<file path="src/rtl/reg_value_fwd1_if.sv">
// Bundle of the forwarding unit's request, writer, result and statistics signals.
// The master side supplies the read request and in-flight writer; the slave is the bypass unit.
interface reg_value_fwd1_if #(
    parameter int DATA_W = 32,
    parameter int REG_W  = 5,
    parameter int CNT_W  = 16
);
    logic [REG_W-1:0]  ReadRegister1;
    logic [DATA_W-1:0] RegisterData1;
    logic [REG_W-1:0]  WriteRegister1stPri1;
    logic [DATA_W-1:0] WriteData1stPri1;
    logic              Valid1stPri1;
    logic              comment;
    logic [DATA_W-1:0] Output1;
    logic              Forwarded;
    logic [CNT_W-1:0]  Fwd_count;
    logic [REG_W-1:0]  Last_fwd_reg;

    // No handshake: the result is a pure function of the current request and writer.
    modport master (
        output ReadRegister1, RegisterData1, WriteRegister1stPri1,
               WriteData1stPri1, Valid1stPri1, comment,
        input  Output1, Forwarded, Fwd_count, Last_fwd_reg
    );

    modport slave (
        input  ReadRegister1, RegisterData1, WriteRegister1stPri1,
               WriteData1stPri1, Valid1stPri1, comment,
        output Output1, Forwarded, Fwd_count, Last_fwd_reg
    );
endinterface

</file>
<file path="src/rtl/reg_value_fwd1.sv">
// Single-source register-value bypass: substitutes the youngest writer's data for a stale
// register read; keeps a saturating forward counter and the last forwarded register number.
module reg_value_fwd1 #(
    parameter int DATA_W = 32,
    parameter int REG_W  = 5,
    parameter int CNT_W  = 16
) (
    input logic            CLK,
    input logic            RESET,
    reg_value_fwd1_if.slave bus
);
    logic              forwarded;
    logic [CNT_W-1:0]  fwd_count_q, fwd_count_d;
    logic [REG_W-1:0]  last_fwd_reg_q, last_fwd_reg_d;

    // Register 0 is hardwired to zero in MIPS, so a writer targeting it must never win.
    always_comb begin
        forwarded = bus.Valid1stPri1
                 && (bus.WriteRegister1stPri1 == bus.ReadRegister1)
                 && (bus.ReadRegister1 != '0);
    end

    assign bus.Forwarded    = forwarded;
    assign bus.Output1      = forwarded ? bus.WriteData1stPri1 : bus.RegisterData1;
    assign bus.Fwd_count    = fwd_count_q;
    assign bus.Last_fwd_reg = last_fwd_reg_q;

    always_comb begin
        fwd_count_d    = fwd_count_q;
        last_fwd_reg_d = last_fwd_reg_q;
        if (forwarded) begin
            last_fwd_reg_d = bus.ReadRegister1;
            if (fwd_count_q != '1) begin
                fwd_count_d = fwd_count_q + 1'b1;
            end
        end
    end

    always_ff @(posedge CLK or negedge RESET) begin
        if (!RESET) begin
            fwd_count_q    <= '0;
            last_fwd_reg_q <= '0;
        end else begin
            fwd_count_q    <= fwd_count_d;
            last_fwd_reg_q <= last_fwd_reg_d;
        end
    end

`ifndef SYNTHESIS
    // Debug trace only; has no effect on the data path or statistics.
    always @(posedge CLK) begin
        if (bus.comment) begin
            $display("fwd trace: rd=%0d rdata=%h wr=%0d wdata=%h valid=%b out=%h",
                     bus.ReadRegister1, bus.RegisterData1, bus.WriteRegister1stPri1,
                     bus.WriteData1stPri1, bus.Valid1stPri1, bus.Output1);
        end
    end
`endif
endmodule

</file>
<file path="src/flat_wrapper.sv">
// flat-port wrapper written by rule: the top's interface ports become plain ports
module reg_value_fwd1_flat 
#(
    parameter int DATA_W = 32,
    parameter int REG_W  = 5,
    parameter int CNT_W  = 16
)
  (CLK, RESET, bus_ReadRegister1, bus_RegisterData1, bus_WriteRegister1stPri1, bus_WriteData1stPri1, bus_Valid1stPri1, bus_comment, bus_Output1, bus_Forwarded, bus_Fwd_count, bus_Last_fwd_reg);
  reg_value_fwd1_if #(.DATA_W(DATA_W), .REG_W(REG_W), .CNT_W(CNT_W)) bus_i ();
  input logic CLK;
  input logic RESET;
  input wire logic [$bits(bus_i.ReadRegister1)-1:0] bus_ReadRegister1;
  input wire logic [$bits(bus_i.RegisterData1)-1:0] bus_RegisterData1;
  input wire logic [$bits(bus_i.WriteRegister1stPri1)-1:0] bus_WriteRegister1stPri1;
  input wire logic [$bits(bus_i.WriteData1stPri1)-1:0] bus_WriteData1stPri1;
  input wire logic [$bits(bus_i.Valid1stPri1)-1:0] bus_Valid1stPri1;
  input wire logic [$bits(bus_i.comment)-1:0] bus_comment;
  output wire logic [$bits(bus_i.Output1)-1:0] bus_Output1;
  output wire logic [$bits(bus_i.Forwarded)-1:0] bus_Forwarded;
  output wire logic [$bits(bus_i.Fwd_count)-1:0] bus_Fwd_count;
  output wire logic [$bits(bus_i.Last_fwd_reg)-1:0] bus_Last_fwd_reg;
  assign bus_i.ReadRegister1 = bus_ReadRegister1;
  assign bus_i.RegisterData1 = bus_RegisterData1;
  assign bus_i.WriteRegister1stPri1 = bus_WriteRegister1stPri1;
  assign bus_i.WriteData1stPri1 = bus_WriteData1stPri1;
  assign bus_i.Valid1stPri1 = bus_Valid1stPri1;
  assign bus_i.comment = bus_comment;
  assign bus_Output1 = bus_i.Output1;
  assign bus_Forwarded = bus_i.Forwarded;
  assign bus_Fwd_count = bus_i.Fwd_count;
  assign bus_Last_fwd_reg = bus_i.Last_fwd_reg;
  reg_value_fwd1 #(.DATA_W(DATA_W), .REG_W(REG_W), .CNT_W(CNT_W)) u_core (.CLK(CLK), .RESET(RESET), .bus(bus_i));
endmodule
</file>
<file path="config.mk">
export PLATFORM = sky130hd
export DESIGN_NAME = reg_value_fwd1_flat
export DESIGN_NICKNAME = d
export VERILOG_FILES = /design/src/rtl/reg_value_fwd1_if.sv /design/src/rtl/reg_value_fwd1.sv /design/src/flat_wrapper.sv
export SDC_FILE = /design/constraint.sdc
export NUM_CORES = 1
export LEC_CHECK = 0
export CORE_AREA = 2 2 71 73
export CTS_BUF_LIST = sky130_fd_sc_hd__clkbuf_8
export CTS_CLUSTER_SIZE = 24
export DETAILED_ROUTE_END_ITERATION = 8
export DIE_AREA = 0 0 73 75
export GPL_ROUTABILITY_DRIVEN = 0
export PLACE_DENSITY = 0.82
export SYNTH_ARGS = -nofsm -noshare
export SYNTH_HDL_FRONTEND = slang
export SYNTH_SLANG_ARGS = --single-unit
export TNS_END_PERCENT = 20
</file>
<file path="constraint.sdc">
create_clock -name CLK -period 2.78 [get_ports CLK]
set_input_delay 0.695 -clock CLK [delete_from_list [all_inputs] [get_ports CLK]]
set_output_delay 0.695 -clock CLK [all_outputs]
set_load 0.05 [all_outputs]
</file>
# == After elaboration in Yosys (flattened, before gate mapping) ==
# Index checks and enable logic that the tools add are counted.
# op_classes
add_sub_neg,1
n_eq_ne,2
n_mux,1
n_reduce_logical,4
# ops
op,count
32-bit two-way mux,1
"16-bit by 1-bit adder with 16-bit output, second input constant",1
"16-bit != test, second input constant",1
5-bit == test,1
5-bit nonzero test,1
1-bit logical AND,2
2-bit AND reduction,1
# totals
regBits,21
in_bits,78
output_inout_bits,54
wordCells,10

# == Logic depth before layout (Yosys ltp) ==
# logic_depth
ltp_word,4
depth_mapped,7
mapped_depth_nobuf,6

# == Least setup slack after synthesis ==
# Ideal clock, no wire load.
# synth_path
kind,input-to-output
start,in bus_ReadRegister1[2]
end,out bus_Output1[27]
arrival_time_ns,1.905
t_required_ns,2.085
setup_slack_ns,0.180
path_stages,6
n_path_buf,2
path_cell_list,xnor2_1 nand3_1 nor3b_1 buf_4 buf_6 mux2_2
# synth_between
elab_chain_len,4
elab_cells_between_ends,5
cone_classes,eq/ne: 1; mux: 1; reduce/logical: 3
# synth_lines
item,line_no,source
from (decl),flat_wrapper.sv:12,input wire logic [$bits(bus_i.ReadRegister1)-1:0] bus_ReadRegister1;
5-bit == test,reg_value_fwd1.sv:19,&& (bus.WriteRegister1stPri1 == bus.ReadRegister1)
1-bit logical AND,reg_value_fwd1.sv:19,
1-bit logical AND *,reg_value_fwd1.sv:20,&& (bus.ReadRegister1 != '0);
32-bit two-way mux *,reg_value_fwd1.sv:24,assign bus.Output1 = forwarded ? bus.WriteData1stPri1 : bus.RegisterData1;
to (decl),flat_wrapper.sv:18,output wire logic [$bits(bus_i.Output1)-1:0] bus_Output1;
# Every way passes the cells marked *; elsewhere a longest branch is shown, timed or not.

# == Worst setup path in the final report ==
# layout_path
start,in bus_ReadRegister1[0]
end,out bus_Output1[18]
# The elaborated chain is that of the path after synthesis.

==> impl_metrics.tcl <==
set metrics [dict create \
    power_mw 1.22 \
    worstMarginPinSlew_ns 0.523 \
    n_antenna_cell 0 \
    drv_slew 0 \
    path_cells "buf_6 -> xnor2_2 -> nand3_2 -> nor3b_2 -> buf_6 -> buf_8 -> mux2_2 -> buf_6" \
    hold_path_startpoint "u_core.bus.Fwd_count[14]" \
    cp.required_ns 2.09 \
    p_int_uw 737 \
    hold_viol 0 \
    synth.area.top_cells "dfrtp_1 (35%), mux2_2 (27%), xnor2_1 (10%)" \
    top_layer "met5" \
    h-tree-depth 1 \
    r2r_cells 6 \
    die_y_um 75 \
    nets 360 \
    die_width_um 73 \
    violations "negative setup slack" \
    cap_violations 0 \
    via_count 1668 \
    placed_cell_area_mm2 0.00284 \
    synth_area_per_cell_um2 11.5 \
    synth_top_area_share_pct 34.5 \
    grt_max_degree 22 \
    ff2ff_setup_slack_ns 0.81 \
    postLayoutSetupSlackWorst_ns -0.0571 \
    cp_max_fo 9 \
    dp_hpwl_um 3880 \
    skew_ns 0.000704 \
    power_density_mw_per_mm2 379 \
    cp-startpoint "bus_ReadRegister1[0]" \
    grt_pass1_wl_um 7870 \
    seqPwrFrac_pct 30.8 \
    leakagePower_nw 1.34 \
    cp_slowest_cell "mux2_2" \
    route.met2.wl_um 3050 \
    synth_warnings 0 \
    wl_met1_um 2110 \
    clk_latency_ns 0.26 \
    largest_reg_flops 16 \
    path_common_cell "buf_6" \
    combPwrFrac_pct 53.0 \
    cp-start-kind "primary input" \
    worstReg2RegEnd "u_core.bus.Fwd_count[1]" \
    final_cells 334 \
    initial_core_util_pct 32.7 \
    r2r_start "u_core.bus.Fwd_count[0]" \
    drt_iter0_drc 43 \
    netlist_instances 132 \
    arrival_ns 2.14 \
    place_inst 320 \
    fmax_mhz 352 \
    n_fill_cell 343 \
    crit_path_end_kind "primary output" \
    cts_sinks 21 \
    worst-path-buf-inv 4 \
    synth_seq_area_share_pct 34.5 \
    synth_area_mm2 0.00152 \
    setup_viol 32 \
    grt_overflow 0 \
    area_growth_pct 111 \
    path_class "in -> out" \
    hp-class "reg -> reg" \
    row_count 25 \
    synth_edf_count 0 \
    critical_path.top_delay_family "buffers and inverters" \
    cts_buffers 3 \
    worst-path-stages 8 \
    top_level_ports 132 \
    clk_pin_slew_ns 0.08 \
    clock_path_buffers 2 \
    io_buffers 130 \
    routed_wl_um 5720 \
    outcome "complete, but fails checks" \
    irDropWorstVdd_mv 0.300 \
    ant_nets 0 \
    cts_tree "built" \
    grt_pass1_vias 1584 \
    viasPerCell 4.99 \
    worstSetupEndpoint "bus_Output1[18]" \
    fin_crit_sh_pct 102 \
    cts-hold-fix-buffers 0 \
    synth_cell_types 25 \
    rsz0062_at_grt "true" \
    wl_met3_um 513 \
    slowest_delay_ns 0.35 \
    firstDrtPassIters 4 \
    period_needed_ns 2.84 \
    synth-seq-cells 21 \
    p_sw_share_pct 39.5 \
    synthFlopType "dfrtp_1" \
    slew_headroom_pct 65.0 \
    p_sw_uw 480 \
    antenna_found_initial 1 \
    dieArea_mm2 0.00548 \
    core_mm2 0.00466 \
    pwr-share-clk_pct 16.3 \
    wl_per_cell_um 17.1 \
    synth_top_area_cell "dfrtp_1" \
    synthesis.nets 211 \
    async_flop_share_pct 100 \
    drc 0 \
    track_usage_pct 18.7 \
    fin_area_mm2 0.00321 \
    clockRootBuffer "clkbuf_8" \
    drive_above_1_share_pct 43.9 \
]
## power groups by stage
| stage | clock network [mW] | registers (mW) | logic [mW] |
|---|---|---|---|
| final | 0.198 | 0.375 | 0.645 |
| after global routing | 0.217 | 0.380 | 0.671 |
| after detailed placement | 0 | 0.382 | 0.594 |
| after floorplan | 0 | 0.518 | 0.194 |
| after global placement | 0 | 0.379 | 0.588 |
| after CTS | 0.206 | 0.375 | 0.626 |
## worst min path at each step
stage	end	cells past startpoint
floorplan	u_core.bus.Fwd_count[0]	0
global placement	u_core.bus.Fwd_count[14]	1
detailed placement	u_core.bus.Fwd_count[14]	1
CTS	u_core.bus.Fwd_count[14]	1
global route	u_core.bus.Fwd_count[14]	1
finish	u_core.bus.Fwd_count[14]	1
## metal layers
layer,GRT usage (%),up-vias
met1,21.6,788
met5,0,-
met2,35.2,93
met3,4.15,6
li1,-,779
met4,4.12,2
## synth_stat cells (2+ instances only)
| master | n |
|---|---|
| nand4_1 | 3 |
| buf_6 | 5 |
| and3_1 | 5 |
| buf_4 | 2 |
| nand2_1 | 4 |
| inv_1 | 2 |
| mux2_2 | 37 |
| nand3_2 | 10 |
| nor3_1 | 2 |
| dfrtp_1 | 21 |
| nand3_1 | 6 |
| nand4_2 | 2 |
| nor2_1 | 4 |
| xnor2_1 | 18 |
## cell usage in the layout (no fill, tap or decap), types with 4 or more instances in the layout
cell type	count
mux2_2	32
mux2_4	5
nand3_2	11
nor2_1	4
clkdlybuf4s50_1	86
buf_4	15
buf_2	4
buf_8	9
xnor2_2	4
xnor2_1	14
and3_1	5
dfrtp_1	21
buf_6	31
nand2_1	4
nand3_1	5
## logic make-up after synthesis
group / after synthesis / synth area share [%]
flops: 21 / 34.5
buf+inv: 9 / 5.18
mux: 37 / 27.4
xor+xnor: 18 / 10.4
simple gates: 41 / 19.6
compound gates: 5 / 2.14
fa+ha+maj: 1 / 0.822
## worst register-to-register path: stages, from the launching register on
cell     delay (ns)
dfrtp_1        0.43
ha_1           0.23
nand2_1        0.12
nor4_4         0.32
nand3_2        0.27
nand2_1        0.17
mux2_2         0.34
## timing repair
action | CTS | global route
resized for setup | 83 | 24
buffers inserted | 7 | 1
pin swaps | 9 | 7
setup endpoints to repair | 33 | 33
gates cloned | 2 | 0
## stage by stage
step / util, % / TNS [ns] / setup slack, ns / hold WS (ns)
floorplan: - / 0 / 0.180 / 0.399
global placement: 60.9 / -16.01 / -0.514 / 0.483
detailed placement: 60.9 / -16.63 / -0.525 / 0.482
CTS: 66.6 / -1.02 / -0.0661 / 0.497
global route: 68.9 / -2.59 / -0.105 / 0.512
finish: 68.9 / -1.08 / -0.0571 / 0.497
## area by class of cell
cell class / instances / area, µm² / share of cell area (%)
Clock buffer: 3 / 41.3 / 1.29
Clock inverter: 1 / 3.75 / 0.117
Inverter: 2 / 7.51 / 0.234
Multi-Input combinational cell: 102 / 992 / 30.9
Sequential cell: 21 / 526 / 16.4
Tap cell: 54 / 67.6 / 2.10
Timing Repair Buffer: 151 / 1570 / 49.0
Power figures use the tool's default switching activity.
